### src/rtl/anubis_round_ctrl.sv
// Anubis round sequencer: whitening, ROUNDS datapath iterations with round-key add, result handshake.
// Optional abort input enabled by defining ANUBIS_ABORT_EN.
module anubis_round_ctrl #(
    parameter int unsigned ROUNDS     = 12,
    parameter int unsigned DP_LATENCY = 0,
    parameter int unsigned RIDX_W     = 4
) (
    input  logic              clk,
    input  logic              rst_n,
    input  logic              in_valid,
    output logic              in_ready,
    input  logic [127:0]      data_in,
    output logic [RIDX_W-1:0] round_idx,
    input  logic [127:0]      rk_in,
    output logic [127:0]      dp_in,
    output logic              dp_last,
    input  logic [127:0]      dp_out,
    output logic              out_valid,
    input  logic              out_ready,
    output logic [127:0]      data_out
`ifdef ANUBIS_ABORT_EN
    ,
    input  logic              abort
`endif
);

    localparam int unsigned BLK_W  = 128;
    localparam int unsigned WCNT_W = 3;

    typedef enum logic [1:0] {
        IDLE = 2'd0,
        RUN  = 2'd1,
        DONE = 2'd2
    } fsm_e;

    fsm_e              fsm_q, fsm_d;
    logic [BLK_W-1:0]  state_q, state_d;
    logic [RIDX_W-1:0] rnd_q, rnd_d;
    logic [WCNT_W-1:0] wait_cnt_q, wait_cnt_d;
    logic              in_ready_q, in_ready_d;
    logic              out_valid_q, out_valid_d;
    logic [RIDX_W-1:0] round_idx_q, round_idx_d;
    logic              dp_last_q, dp_last_d;
    logic              abort_c;

`ifdef ANUBIS_ABORT_EN
    assign abort_c = abort;
`else
    assign abort_c = 1'b0;
`endif

    // Next-state logic; dp_out and rk_in only reach state_d on capture cycles.
    always_comb begin
        fsm_d      = fsm_q;
        state_d    = state_q;
        rnd_d      = rnd_q;
        wait_cnt_d = wait_cnt_q;

        unique case (fsm_q)
            IDLE: begin
                if (in_valid && in_ready_q) begin
                    state_d    = data_in ^ rk_in;
                    rnd_d      = RIDX_W'(1);
                    wait_cnt_d = '0;
                    fsm_d      = RUN;
                end
            end
            RUN: begin
                if (wait_cnt_q == WCNT_W'(DP_LATENCY)) begin
                    state_d    = dp_out ^ rk_in;
                    wait_cnt_d = '0;
                    if (rnd_q == RIDX_W'(ROUNDS)) begin
                        fsm_d = DONE;
                    end else begin
                        rnd_d = rnd_q + RIDX_W'(1);
                    end
                end else begin
                    wait_cnt_d = wait_cnt_q + WCNT_W'(1);
                end
            end
            DONE: begin
                if (out_ready) begin
                    fsm_d = IDLE;
                    rnd_d = '0;
                end
            end
            default: begin
                fsm_d = IDLE;
            end
        endcase

        if (abort_c && (fsm_q != IDLE)) begin
            fsm_d      = IDLE;
            state_d    = '0;
            rnd_d      = '0;
            wait_cnt_d = '0;
        end
    end

    // Outputs are registered from the next state so they line up with fsm_q.
    always_comb begin
        in_ready_d  = (fsm_d == IDLE);
        out_valid_d = (fsm_d == DONE);
        round_idx_d = (fsm_d == RUN) ? rnd_d : '0;
        dp_last_d   = (fsm_d == RUN) && (rnd_d == RIDX_W'(ROUNDS));
    end

    always_ff @(posedge clk or negedge rst_n) begin
        if (!rst_n) begin
            fsm_q       <= IDLE;
            state_q     <= '0;
            rnd_q       <= '0;
            wait_cnt_q  <= '0;
            in_ready_q  <= 1'b0;
            out_valid_q <= 1'b0;
            round_idx_q <= '0;
            dp_last_q   <= 1'b0;
        end else begin
            fsm_q       <= fsm_d;
            state_q     <= state_d;
            rnd_q       <= rnd_d;
            wait_cnt_q  <= wait_cnt_d;
            in_ready_q  <= in_ready_d;
            out_valid_q <= out_valid_d;
            round_idx_q <= round_idx_d;
            dp_last_q   <= dp_last_d;
        end
    end

    assign in_ready  = in_ready_q;
    assign out_valid = out_valid_q;
    assign round_idx = round_idx_q;
    assign dp_last   = dp_last_q;
    assign dp_in     = state_q;
    assign data_out  = state_q;

endmodule

### config.mk
export PLATFORM = sky130hd
export DESIGN_NAME = anubis_round_ctrl
export DESIGN_NICKNAME = d
export VERILOG_FILES = /design/src/rtl/anubis_round_ctrl.sv
export SDC_FILE = /design/constraint.sdc
export NUM_CORES = 1
export LEC_CHECK = 0
export BUFFER_PORTS_ARGS = -buffer_cell sky130_fd_sc_hd__buf_2
export CAP_MARGIN = 20
export CORE_AREA = 2 2 256 258
export DETAILED_ROUTE_END_ITERATION = 12
export DIE_AREA = 0 0 258 260
export PLACE_DENSITY = 0.42
export SYNTH_ARGS = -nofsm -noshare
export SYNTH_HDL_FRONTEND = slang
export SYNTH_SLANG_ARGS = --single-unit
### constraint.sdc
create_clock -name clk -period 3.4 [get_ports clk]
set_input_delay 0.34 -clock clk [delete_from_list [all_inputs] [get_ports clk]]
set_output_delay 0.34 -clock clk [all_outputs]
set_load 0.005 [all_outputs]
Word level (Yosys, flattened, before mapping):

Index checks and enable logic that the tools add are counted.

* bits in writable memories: 0
* bits of input ports: 388
* memories kept: 0
* bits in read-only memories: 0
* register bits: 144
* bits in latches: 0

* div/mod/pow operators: 0
* multiply operators: 0
* multiplexer cells: 17
* $add $sub $neg: 2
* equality and inequality tests: 8
* shift operators: 0
* reduce and logical (&&, ||, !) cells: 8
* order comparisons: 0
* bitwise operators: 2

Operators with widths (count)
* $mux 128: 2
* $pmux 128 s2: 1
* $xor 128x128->128: 2
* $mux 4: 5
* $pmux 4 s3: 1
* $eq 4x4->1 const B: 2
* $mux 2: 4
* $mux 3: 2
* $pmux 2 s3: 1
* $pmux 3 s2: 1
* $add 4x1->4 const B: 1
* $eq 2x1->1 const B: 2
* $eq 2x2->1 const B: 2
* $logic_not 2->1: 2
* $ne 2x2->1 const B: 2
* $add 3x1->3 const B: 1
* $logic_not 3->1: 1
* $reduce_and 3->1: 1
* $logic_and 1x1->1: 2
* $reduce_and 2->1: 1
* $reduce_bool 2->1: 1

Depth between registers and ports, before layout:

* word-level depth: 6
* mapped depth: 10
* gate-level depth less buffers: 7

Worst setup path before layout:

Ideal clock, no wire load.

* path kind: flip-flop to flip-flop
* start point: register wait_cnt_q[0]
* end point: register state_q[53], in the netlist data_out[53]
* cell stages (with the launch flop): 11
* slack: 1652 ps
* buffers on the path: 4
* clock period less this slack: 1748 ps
* library setup time: 132 ps
* arrival: 1616 ps
* required time: 3268 ps
* path through: dfrtp_1 inv_1 ha_1 and4bb_4 nor2_2 buf_4 buf_6 buf_6 buf_4 nand2_1 o21ai_1

* word-level cells in the longest chain between the ends: 3

RTL lines
* start, declared: RTL line 39 `logic [WCNT_W-1:0] wait_cnt_q, wait_cnt_d;`
* start signal, assigned: RTL line 122 `wait_cnt_q <= wait_cnt_d;`
* $logic_not 3->1: RTL line 69 `if (wait_cnt_q == WCNT_W'(DP_LATENCY)) begin`
* $ne 2x2->1 (no line)
* $reduce_and 3->1 (no line)
* end signal, assigned: RTL line 120 `state_q <= state_d;`
* end, declared: RTL line 37 `logic [BLK_W-1:0] state_q, state_d;`

No other way between the ends.
A chain may end at the register's enable or synchronous reset.

Worst setup path after layout:

* start point: register fsm_q[0]
* end point: register state_q[104], in the netlist data_out[104]

* word-level cells in the longest chain between the ends: 3
* elaborated cells between the ends (all ways): 7
* classes of those cells: eq/ne: 3; mux: 1; reduce/logical: 3

RTL lines
* start, declared: RTL line 36 `fsm_e fsm_q, fsm_d;`
* start signal, assigned: RTL line 119 `fsm_q <= fsm_d;`
* $eq 2x1->1 or $logic_not 2->1 (tied branches): RTL line 59 `unique case (fsm_q)`
* $ne 2x2->1 (no line) or $reduce_bool 2->1 (tied branches)
* $reduce_and 3->1 (no line)

Several ways; a longest one is shown, not always the timed one.

==> results.md <==
Setup path:
- The worst-path cell with the longest stage delay is dfrtp_1.
- Together, buffers and inverters on the worst path number 1.
- Of all nets on the critical path, the largest fanout is 71.
- In this design, the largest share of critical-path delay is due to flip-flops.
- The worst setup path is launched from a flop.
- Data on the critical path is required at its endpoint by 3.73 ns.
- Setup slack on the worst reg-to-reg path comes out at 1.36 ns.
- The worst register-to-register path ends at data_out[104].
- The signal on the critical path passes through nor2b_4, buf_12, mux2i_1, xor2_1, o21ai_1.
- The arrival time at the worst endpoint is 2.37 ns.
- In this design, the stage delay of the slowest critical-path cell is 0.47 ns.
- The critical path in this run is classified as reg -> reg.
- The number of cells on the worst reg-to-reg path is 5.
- The type of destination of the critical path is a flop.
- The origin of the critical flop-to-flop path is fsm_q[0].
- The critical path depth is 5.

STA:
- The number of pins with negative max-slew slack in the final report is 0.
- The actual slew at the worst max-slew pin is 0.814 ns.
- Of the available clock period, the critical path in the final layout requires 60.0%.
- The achievable clock frequency is 490 MHz.
- The shortest clock period the worst path allows after layout is 2.04 ns.
- Clock skew on the completed layout was measured at 0.0140 ns.
- The total count of hold-check failures in the final report was 0.
- Setup repair after global routing left no endpoint under its margin.
- The total setup violations reported at the end of the flow is 0.
- The final-layout setup total negative slack is 0 ns.
- In this run the tightest slew margin relative to its limit is 45.8%.

Power and ir drop:
- The maximum ir drop on the vdd rail is 0.000453 V.
- For this design the ratio of total power to cell area is 844 nW/µm².
- The analysis attributes to cell leakage a power of 0.00703 µW.

Floorplan:
- The number of top-level pins is 651.
- The core region is 64,100 µm².
- The die is 258 µm wide.
- The floorplan step set the die height to 260 µm.
- The initial utilization of the core area, before any placement, comes to 13.7%.
- The die covers 67,100 µm².
- In this run the core area contains 93 standard-cell rows.

Global route:
- For this run the aggregate overflow at the end of global routing stands at 0.
- The number of antenna violations at the first check in global routing is 1.
- The pin count of the biggest net entering global routing is 104.
- The total routing resource utilization after global routing is 9.01%.
- The first global-routing pass estimated 45.0 mm of wire.
- The via count of the first global-routing pass is 7,683.

Synth:
- The sequential share of the synthesized area is 41.1%.
- After synthesis the netlist holds a flip-flop and latch count of 144.
- The number of warning messages in the yosys log is 0.
- The number of distinct library cell variants in the gate-level netlist after synthesis is 33.
- The net count of the mapped netlist is 1,273.
- In this run, synthesis inferred 0 flip-flops with an integrated enable.
- A synthesized cell averages 9.96 µm².
- The cell area that synthesis handed to floorplanning was 8780 µm².
- For this run, asynchronously set or reset flops after synthesis account for 100%.
- The primary flip-flop cell chosen by synthesis mapping is dfrtp_1.
- Counting every instance in the synthesized netlist gives 881.

Finish:
- In the layout the commonest cells are buf_2 (649), dfrtp_1 (144), nand2_1 (131).
- The storage element area is 3600 µm².
- The repair_antennas step left the layout with diodes totalling 0.
- The count of filler cells inserted in the layout is 7,202.
- The count of nets after finishing is 1,782.
- Summing all multi-input logic gate instances after layout gives 3900 µm².
- Leaving out fill and tap cells, the most frequent cell in the layout is buf_2.
- Measured on the finished design, the core utilization comes to 19.7%.
- The post-route netlist has 49.9% of its cells at a drive strength greater than 1.
- The relative area change from synthesis to final layout is 44.0%.

Clock tree:
- The clock insertion delay at the later pin of the skew report is 0.47 ns.
- The post-CTS setup buffer count is 0.
- The clock tree from TritonCTS is yes.
- The number of clock sinks is 144.
- The TritonCTS buffer count is 17.
- The maximum number of buffers from clock root to sink is 2.
- After clock tree synthesis, the clock-pin slew on the worst setup and hold paths is 0.06 ns.
- The clock tree synthesis step divided the H-tree into 4 levels.
- The clock tree root buffer cell is clkbuf_16.

Routing:
- The final route contains 7,637 vias.
- The sum of routed wire length over all layers is 31.5 mm.
- The number of vias per cell after detailed routing is 3.38.
- The first detailed-routing pass ran for 4 iterations.
- The number of violations reported at the end of detailed-routing iteration 0 is 331.
- The post-route antenna net violation count is 0.
- In the routed design, unresolved DRC markers number 0.
- The routed wirelength normalized by instance count is 14.0 µm.

Place:
- In this run the tool buffered the top-level ports with 650 buffer cells.
- The placer's final routability congestion estimate is 0.793.
- After legalization and detailed placement, the total HPWL measured 25.9 mm.

Hold path:
- The worst hold path belongs to the class in -> reg.
- Along the worst hold path, the cell count comes to 3.
- In this run the most critical hold path is launched from rk_in[20].
- The hold path endpoint is data_out[20].

Outcome:
- The run finished with clean final reports.

Flow run:
- Max-cap violations in this run came to 0.
-- registers in the layout (all words and copies together), names as in the netlist --
name        count
fsm_q           2
out_valid       1
in_ready        1
dp_last         1
rnd_q           4
data_out      128
wait_cnt_q      3
round_idx       4
-- synth_stat cells (6+ instances only) --
library cell / number / area share, %
dfrtp_1: 144 / 41
buf_4: 141 / 12
nand2_1: 131 / 5.6
o21ai_1: 129 / 7.4
mux2i_1: 128 / 15
xor2_1: 128 / 13
clkbuf_1: 12 / 0.51
buf_6: 10 / 1.3
buf_2: 9 / 0.51
inv_1: 6 / 0.26
-- final cells by class --
| class | instances | area share [%] |
|---|---|---|
| Clock buffer | 18 | 3.47 |
| Clock inverter | 13 | 1.48 |
| Inverter | 6 | 0.178 |
| Multi-Input combinational cell | 559 | 30.9 |
| Sequential cell | 144 | 28.5 |
| Tap cell | 855 | 8.46 |
| Timing Repair Buffer | 662 | 27.0 |
-- logic make-up (layout without fill, tap and decap cells) --
logic type / count (synthesis) / in the layout / share of synthesized area (%)
AO/OA/AOI/OAI: 149 / 149 / 9.11
multiplexers: 128 / 128 / 14.6
XOR/XNOR: 128 / 128 / 12.8
flip-flops: 144 / 144 / 41.1
AND/OR/NAND/NOR: 150 / 150 / 7.26
buffers and inverters: 178 / 699 / 14.6
adder cells (fa/ha/maj): 4 / 4 / 0.570
-- power breakdown --
group | switching [µW] | leakage [µW] | internal (µW)
clock network | 794 | 0.000298 | 1240
registers | 798 | 0.00179 | 2570
logic | 2810 | 0.00494 | 2460
-- timing repair --
action,CTS,global route
gates resized for setup,0,0
hold endpoints to repair,77,0
hold buffers,1,0
-- how the worst max path moves through the flow --
stage	from	to	slack (ns)
finish	fsm_q[0]	data_out[104]	1.36
global route	wait_cnt_q[0]	data_out[97]	1.20
CTS	wait_cnt_q[0]	data_out[50]	1.37
detailed placement	fsm_q[0]	data_out[104]	1.40
global placement	wait_cnt_q[0]	data_out[41]	1.42
floorplan	wait_cnt_q[0]	data_out[53]	1.65
-- stage by stage --
| step | setup slack [ns] | cell area (µm²) | cells | power (µW) | hold slack, ns |
|---|---|---|---|---|---|
| final | 1.36 | 12600 | 2257 | 10700 | 0.157 |
| after global routing | 1.20 | 12600 | 2257 | 11700 | 0.107 |
| after CTS | 1.37 | 12600 | 2257 | 11000 | 0.0839 |
| after detailed placement | 1.40 | 12000 | 2225 | 8830 | 0.464 |
| after global placement | 1.42 | 12000 | 2225 | 8760 | 0.450 |
| after floorplan | 1.65 | 8780 | 881 | 7230 | 0.0444 |
-- worst register-to-register path, cell delays in order (launching register included) --
cell,delay [ns]
dfrtp_1,0.47
nor2b_4,0.25
buf_12,0.33
mux2i_1,0.57
xor2_1,0.21
o21ai_1,0.08
-- routing by layer --
| metal | part of all wire, % | routed length, µm | global-route usage, % | vias up |
|---|---|---|---|---|
| met4 | 1.6 | 512 | 3.28 | 2 |
| met5 | 0.041 | 13 | 0 | - |
| met2 | 53 | 16600 | 16.0 | 284 |
| li1 | - | - | - | 3828 |
| met3 | 6.0 | 1900 | 2.65 | 23 |
| met1 | 40 | 12500 | 10.2 | 3500 |
(Power assumes the default switching activity.)
